File: config.mk
export PLATFORM = sky130hd
export DESIGN_NAME = decode_hazard_unit
export DESIGN_NICKNAME = d
export VERILOG_FILES = /design/src/rtl/decode_hazard_unit.sv
export SDC_FILE = /design/constraint.sdc
export NUM_CORES = 1
export LEC_CHECK = 0
export ABC_AREA = 1
export CORE_UTILIZATION = 38
export CTS_CLUSTER_SIZE = 14
export DETAILED_ROUTE_END_ITERATION = 12
export PLACE_DENSITY_LB_ADDON = 0.08
export RECOVER_POWER = 100
export SYNTH_ARGS = -nofsm -noshare
export SYNTH_HDL_FRONTEND = slang
export SYNTH_SLANG_ARGS = --single-unit
File: constraint.sdc
create_clock -name clk -period 2.1 [get_ports clk]
set_input_delay 0.21 -clock clk [delete_from_list [all_inputs] [get_ports clk]]
set_output_delay 0.21 -clock clk [all_outputs]
set_load 0.01 [all_outputs]
File: src/rtl/decode_hazard_unit.sv
// Decode-stage hazard unit: a scoreboard of in-flight destinations per downstream stage,
// generic operand forwarding and stall detection, plus the LL/SC reservation.
module decode_hazard_unit #(
  parameter int DATA_W = 32,
  parameter int REG_AW = 5,
  parameter int DEPTH  = 3,
  parameter int STG_W  = $clog2(DEPTH + 1)
) (
  input  logic                    clk,
  input  logic                    rst,
  input  logic                    hold,
  input  logic                    id_valid,
  input  logic [REG_AW-1:0]       id_rs_addr,
  input  logic [REG_AW-1:0]       id_rt_addr,
  input  logic                    id_rs_used,
  input  logic                    id_rt_used,
  input  logic [DATA_W-1:0]       id_rs_rf,
  input  logic [DATA_W-1:0]       id_rt_rf,
  input  logic                    id_we,
  input  logic [REG_AW-1:0]       id_wr_addr,
  input  logic [STG_W-1:0]        id_ready_stage,
  input  logic                    id_ll,
  input  logic                    id_store,
  input  logic                    id_sc,
  input  logic                    exc,
  input  logic [DEPTH*DATA_W-1:0] stage_result,
  output logic [DATA_W-1:0]       rs_data,
  output logic [DATA_W-1:0]       rt_data,
  output logic [STG_W-1:0]        fwd_rs_stage,
  output logic [STG_W-1:0]        fwd_rt_stage,
  output logic                    stall,
  output logic                    atomic_id,
  output logic                    sc_mask_id
);

  logic              sb_valid [1:DEPTH];
  logic              sb_we    [1:DEPTH];
  logic [REG_AW-1:0] sb_addr  [1:DEPTH];
  logic [STG_W-1:0]  sb_ready [1:DEPTH];

  logic [STG_W-1:0]  new_ready;
  logic              rs_pending;
  logic              rt_pending;
  logic              atomic;
  logic              commit;

  assign new_ready = (id_ready_stage == '0) ? STG_W'(1) : id_ready_stage;

  // Walk from the oldest stage to the youngest so the youngest match overrides the rest.
  always_comb begin
    rs_data      = id_rs_rf;
    rt_data      = id_rt_rf;
    fwd_rs_stage = '0;
    fwd_rt_stage = '0;
    rs_pending   = 1'b0;
    rt_pending   = 1'b0;
    for (int k = DEPTH; k >= 1; k--) begin
      if (sb_valid[k] && sb_we[k] && (sb_addr[k] == id_rs_addr) && (id_rs_addr != '0)) begin
        if (STG_W'(k) >= sb_ready[k]) begin
          rs_data      = stage_result[k*DATA_W-1 -: DATA_W];
          fwd_rs_stage = STG_W'(k);
          rs_pending   = 1'b0;
        end else begin
          rs_data      = id_rs_rf;
          fwd_rs_stage = '0;
          rs_pending   = 1'b1;
        end
      end
      if (sb_valid[k] && sb_we[k] && (sb_addr[k] == id_rt_addr) && (id_rt_addr != '0)) begin
        if (STG_W'(k) >= sb_ready[k]) begin
          rt_data      = stage_result[k*DATA_W-1 -: DATA_W];
          fwd_rt_stage = STG_W'(k);
          rt_pending   = 1'b0;
        end else begin
          rt_data      = id_rt_rf;
          fwd_rt_stage = '0;
          rt_pending   = 1'b1;
        end
      end
    end
  end

  assign stall  = id_valid & ((id_rs_used & rs_pending) | (id_rt_used & rt_pending));
  assign commit = id_valid & ~stall & ~hold & ~exc;

  // A stalled or invalid decode slot enters stage 1 as a bubble.
  always_ff @(posedge clk) begin
    if (rst) begin
      for (int k = 1; k <= DEPTH; k++) begin
        sb_valid[k] <= 1'b0;
      end
    end else if (!hold) begin
      sb_valid[1] <= id_valid & ~stall;
      sb_we[1]    <= id_we;
      sb_addr[1]  <= id_wr_addr;
      sb_ready[1] <= new_ready;
      for (int k = 2; k <= DEPTH; k++) begin
        sb_valid[k] <= sb_valid[k-1];
        sb_we[k]    <= sb_we[k-1];
        sb_addr[k]  <= sb_addr[k-1];
        sb_ready[k] <= sb_ready[k-1];
      end
    end
  end

  // Any store, including SC itself, drops the reservation.
  always_ff @(posedge clk) begin
    if (rst) begin
      atomic <= 1'b0;
    end else if (exc) begin
      atomic <= 1'b0;
    end else if (commit && id_store) begin
      atomic <= 1'b0;
    end else if (commit && id_ll) begin
      atomic <= 1'b1;
    end
  end

  assign atomic_id  = atomic;
  assign sc_mask_id = id_valid & id_sc & ~atomic;

endmodule

Word-level counts from Yosys, hierarchy flattened
Memory sizes are Yosys's and may differ from the RTL's.
Index checks and enable logic that the tools add are counted.
- register bits after elaboration: 1
- RAM bits: 27
- bits of input ports: 188
- output and inout bits: 71
- memories kept: 4
- memory list (memory ; words ; width ; read ports ; clocked after Yosys merged registers in ; write ports ; RTL line ; text):
    sb_addr ; 3 ; 5 ; 3 ; 0 ; 3 ; 38 ; logic [REG_AW-1:0] sb_addr [1:DEPTH];
    sb_ready ; 3 ; 2 ; 3 ; 0 ; 3 ; 39 ; logic [STG_W-1:0] sb_ready [1:DEPTH];
    sb_valid ; 3 ; 1 ; 3 ; 0 ; 3 ; 36 ; logic sb_valid [1:DEPTH];
    sb_we ; 3 ; 1 ; 3 ; 0 ; 3 ; 37 ; logic sb_we [1:DEPTH];
- order comparisons: 3
- equality and inequality tests: 6
- mux-type cells: 39
- bitwise logic cells: 16
- reduce and logical (&&, ||, !) cells: 21
- operators with widths (kind ; count):
    two-way mux 32 bit ; 12
    == test 5 bit ; 6
    two-way mux 1 bit ; 18
    two-way mux 2 bit ; 9
    logical AND 1 bit ; 17
    nonzero test 5 bit ; 2
    AND 1 bit ; 8
    >= comparator 2 bit (first input constant) ; 2
    NOT 1 bit ; 4
    bitwise OR 1 bit ; 4
    OR reduction 3 bit ; 1
    >= comparator 1 x 2 -> 1 bit (first input constant) ; 1
    logical NOT 2 bit ; 1

Longest topological paths before layout
An unclocked memory read counts as a cell.
- word-level depth: 16
- mapped depth: 15

Worst setup path before layout
Ideal clock, no wire load.
- path type: input to register
- from: input hold
- to: register sb_valid[0][1] (netlist name)
- arrival time: 1.562 ns
- required time: 1.941 ns
- path slack: 0.378 ns
- cell stages on the path: 3
- cell sequence: nor2_1 -> inv_1 -> nor3_1
- RTL lines (what ; RTL line ; text):
    from (decl) ; 11 ; input logic hold,

Final worst setup path
- from: input id_rt_addr[3]
- to: output rt_data[22]
- cells in the longest elaborated chain, start to end: 6
- elaborated cells between the ends (all ways): 13
- those cells by class: 3 x eq/ne; 3 x mux; 7 x reduce/logical
- RTL lines (what ; RTL line ; text):
    from (decl) ; 14 ; input logic [REG_AW-1:0] id_rt_addr,
    == test 5 bit ; 69 ; if (sb_valid[k] && sb_we[k] && (sb_addr[k] == id_rt_addr) && (id_rt_addr != '0)) begin
    logical AND 1 bit (2 in series) ; 69 ;
    two-way mux 32 bit (2 in series) ; 69 ;
    two-way mux 32 bit * ; 69 ;
    to (decl) ; 28 ; output logic [DATA_W-1:0] rt_data,
Mark *: on every way between the ends. The rest lies on a longest branch, timed or not.

==> flow_metrics.env <==
export IMPL_die_area_um2=10800
export IMPL_yosys_area_top_type_share_pct=27.4
export IMPL_cts_tree="built"
export IMPL_first_pass_grt_wire_length_mm=30.0
export IMPL_finClkSkew_ns=0.00246
export IMPL_grt_busiest_layer="met2"
export IMPL_outcome="complete, but fails checks"
export IMPL_syn_mean_instance_area_um2=5.54
export IMPL_power_leakage_uw=0.00372
export IMPL_synth_seq_cells=26
export IMPL_timing_reg2reg_worst_path_depth=16
export IMPL_area_growth_synth_to_final_pct=98.7
export IMPL_timing_setup_critical_path_class="in -> out"
export IMPL_cts_max_path_buffers=2
export IMPL_post_route_cell_area_um2=7880
export IMPL_failed_checks="setup timing"
export IMPL_worstHoldPathType="reg -> reg"
export IMPL_die_w_um=104
export IMPL_drc_viols=0
export IMPL_grtUsageMet1_pct=39.1
export IMPL_detailedRoute_firstIterationViolations=496
export IMPL_first_global_vias=6113
export IMPL_tritoncts_buffers=3
export IMPL_synth_nets=904
export IMPL_timing_rr_end="atomic_id$_SDFFE_PP0P_"
export IMPL_cts_htree_levels=1
export IMPL_routed_wl_mm=20.9
export IMPL_drt_pre_antenna_iters=5
export IMPL_worst_hold_path_num_cells=0
export IMPL_gp_congestion=0.924
export IMPL_insertedDiodeCount=0
export IMPL_starting_density_of_the_core_pct=39.8
export IMPL_setup_repair_after_global_routing_missed_its_margin="yes"
export IMPL_rrSetupSlack_ns=-0.11
export IMPL_worst_path_max_fanout=8
export IMPL_crit_required_ns=1.89
export IMPL_drtAntennaViolNets=0
export IMPL_timing_worst_slew_pin_value_ns=1.34
export IMPL_fillerInstances=707
export IMPL_detailed_place_hpwl_mm=14.5
export IMPL_cts_hold_repair_buffers=0
export IMPL_placement_rows=36
export IMPL_clock_latency_ns=0.28
export IMPL_design_portCount=259
export IMPL_worstSetupEndpointType="output port"
export IMPL_initial_antenna_violation_count=0
export IMPL_synthDistinctLibCells=33
export IMPL_vdd_ir_drop_worst_uv=221
export IMPL_timing_final_crit_share_pct=118
export IMPL_layout_min_cycle_time_ns=2.49
export IMPL_postSynthCellCount=716
export IMPL_drv_cap=0
export IMPL_power_density_nw_per_um2=269
export IMPL_port_buffers=258
export IMPL_post_drt_wl_per_cell_um=18.1
export IMPL_synth_top_area_cell="nand2_1"
export IMPL_hold_slack_ns=0.443
export IMPL_clock_fmax_mhz=402
export IMPL_worst_setup_path_startpoint="id_rt_addr[3]"
export IMPL_track_usage_pct=34.1
export IMPL_globalRoute_totalOverflow=0
export IMPL_worst_slack_ns=-0.388
export IMPL_syn_cell_area_um2=3970
export IMPL_coreArea_um2=9950
export IMPL_final_max_slew_viol_count=0
export IMPL_fin_nets=1209
export IMPL_timing_final_setup_violations=73
export IMPL_die_height_um=104
export IMPL_groute_layer_met3_usage_pct=6.52
export IMPL_timing_setup_tns_ns=-21.08
export IMPL_overall_power_after_layout_uw=2120
export IMPL_r2r_start="sb_addr[0][14]$_DFFE_PP_"
export IMPL_cts_clk_slew_worst_paths_ns=0.10
export IMPL_cts_root_buffer="clkbuf_8"
export IMPL_post_route_cells_drive_above_1_share_pct=30.5
export IMPL_post_dp_cell_area_um2=7000
export IMPL_grtUsageMet2_pct=60.4
export IMPL_num_vias=6462
export IMPL_arrival_time_worst_endpoint_ns=2.28
export IMPL_avgViaCountPerCell=5.60
export IMPL_synth_yosys_seq_area_share_pct=19.4
export IMPL_startpoint_type="input port"
export IMPL_max_slew_margin_rel_pct=10.4
export IMPL_total_of_warnings_raised_by_yosys=0
export IMPL_endpoint="rt_data[22]"
export IMPL_pin_count_of_the_biggest_net_entering_global_routing=70
export IMPL_synth_top_cells_by_area="nand2_1, edfxtp_1, a21oi_1"
export IMPL_finalCoreUtilization_pct=79.2
export IMPL_cts_sinks=26
export IMPL_timing_hold_violations_final=0
==> worst min path at each step <==
stage | startpoint | endpoint
6_report | sb_ready[0][2]$_SDFFCE_PN1P_ | sb_ready[0][4]$_DFFE_PP_
5_1_grt | sb_ready[0][2]$_SDFFCE_PN1P_ | sb_ready[0][4]$_DFFE_PP_
4_1_cts | sb_ready[0][2]$_SDFFCE_PN1P_ | sb_ready[0][4]$_DFFE_PP_
3_5_place_dp | sb_ready[0][2]$_SDFFCE_PN1P_ | sb_ready[0][4]$_DFFE_PP_
3_3_place_gp | sb_ready[0][2]$_SDFFCE_PN1P_ | sb_ready[0][4]$_DFFE_PP_
2_1_floorplan | id_wr_addr[0] | sb_addr[0][5]$_DFFE_PP_
==> cell type report <==
cell class	instances	area, um^2	share of cell area (%)
multi-input cells	599	3440	43.7
repair buffers	346	3250	41.3
flip-flops and latches	26	771	9.78
inverters	45	176	2.24
well taps	133	166	2.11
clock buffers	3	41.3	0.524
clock inverters	1	30.0	0.381
==> Yosys cell counts, drive strengths merged <==
| cell | count |
|---|---|
| nand3 | 13 |
| o21bai | 1 |
| nor2 | 62 |
| buf | 21 |
| nor4 | 1 |
| a32oi | 14 |
| or2 | 3 |
| xor2 | 5 |
| dfxtp | 1 |
| o211ai | 6 |
| nor3 | 5 |
| a211oi | 8 |
| a21oi | 110 |
| edfxtp | 25 |
| inv | 45 |
| nand4 | 1 |
| nand2 | 296 |
| o21ai | 65 |
| xnor2 | 9 |
| clkbuf | 25 |
==> state kept, by name, summed over array words and instances, names as in the netlist <==
signal / flops
sb_ready: 4
sb_valid: 3
atomic_id: 1
sb_we: 3
sb_addr: 15
==> cell usage in the layout (no fill, tap or decap), types with 6 or more instances in the layout <==
cell type,instances
nand2_1,256
clkdlybuf4s50_1,170
buf_2,61
a21oi_1,60
nor2_1,49
a21oi_2,48
buf_4,41
inv_1,37
o21ai_1,36
buf_6,31
edfxtp_1,25
nand2_4,20
o21ai_2,19
nand2_2,18
a32oi_1,13
nor2_4,10
dlygate4sd3_1,10
dlygate4sd2_1,9
buf_12,9
nand3_1,8
a211oi_1,8
o21ai_0,8
buf_8,6
==> repair_timing <==
action / CTS / global route
pin swaps: 39 / 62
endpoints found under the setup margin: 69 / 71
cloned: 4 / 1
endpoints found under the hold margin: 0 / 0
setup buffers: 24 / 13
resized for setup: 383 / 187
==> worst max-delay path, stage by stage <==
cell,delay [ns]
clkdlybuf4s50_1,0.42
buf_4,0.15
xor2_1,0.16
a211oi_1,0.30
nand2_1,0.15
buf_6,0.16
nor3_4,0.18
buf_6,0.14
buf_8,0.14
a21oi_1,0.07
nand2_1,0.07
buf_2,0.13
==> per-stage QoR <==
stage | worst slack, ns | cells
CTS | -0.278 | 1146
global placement | -0.669 | 1116
detailed placement | -0.741 | 1116
floorplan | 0.378 | 716
global route | -0.464 | 1153
finish | -0.388 | 1153
==> metal layers <==
metal / wire (um) / part of all wire (%) / up-vias
met3: 1790 / 8.6 / 79
li1: - / - / 2988
met4: 1020 / 4.9 / 0
met5: 0 / 0 / -
met1: 7940 / 38 / 2976
met2: 10200 / 49 / 419
==> cells by family (layout without fill, tap and decap cells) <==
| group | after synthesis | after routing | share of synthesized area (%) |
|---|---|---|---|
| simple gates | 381 | 381 | 38.5 |
| compound gates | 204 | 204 | 28.7 |
| buf+inv | 91 | 395 | 10.3 |
| flops | 26 | 26 | 19.4 |
| xor+xnor | 14 | 14 | 3.09 |
==> where the power goes <==
group / leakage [uW] / total [uW] / internal, uW / switching, uW
logic: 0.00344 / 1070 / 569 / 500
clock network: 0.0000357 / 433 / 256 / 178
registers: 0.000249 / 617 / 596 / 20.8
total: 0.00372 / 2120 / 1420 / 698
No activity file was read; power rests on OpenSTA's default activity.
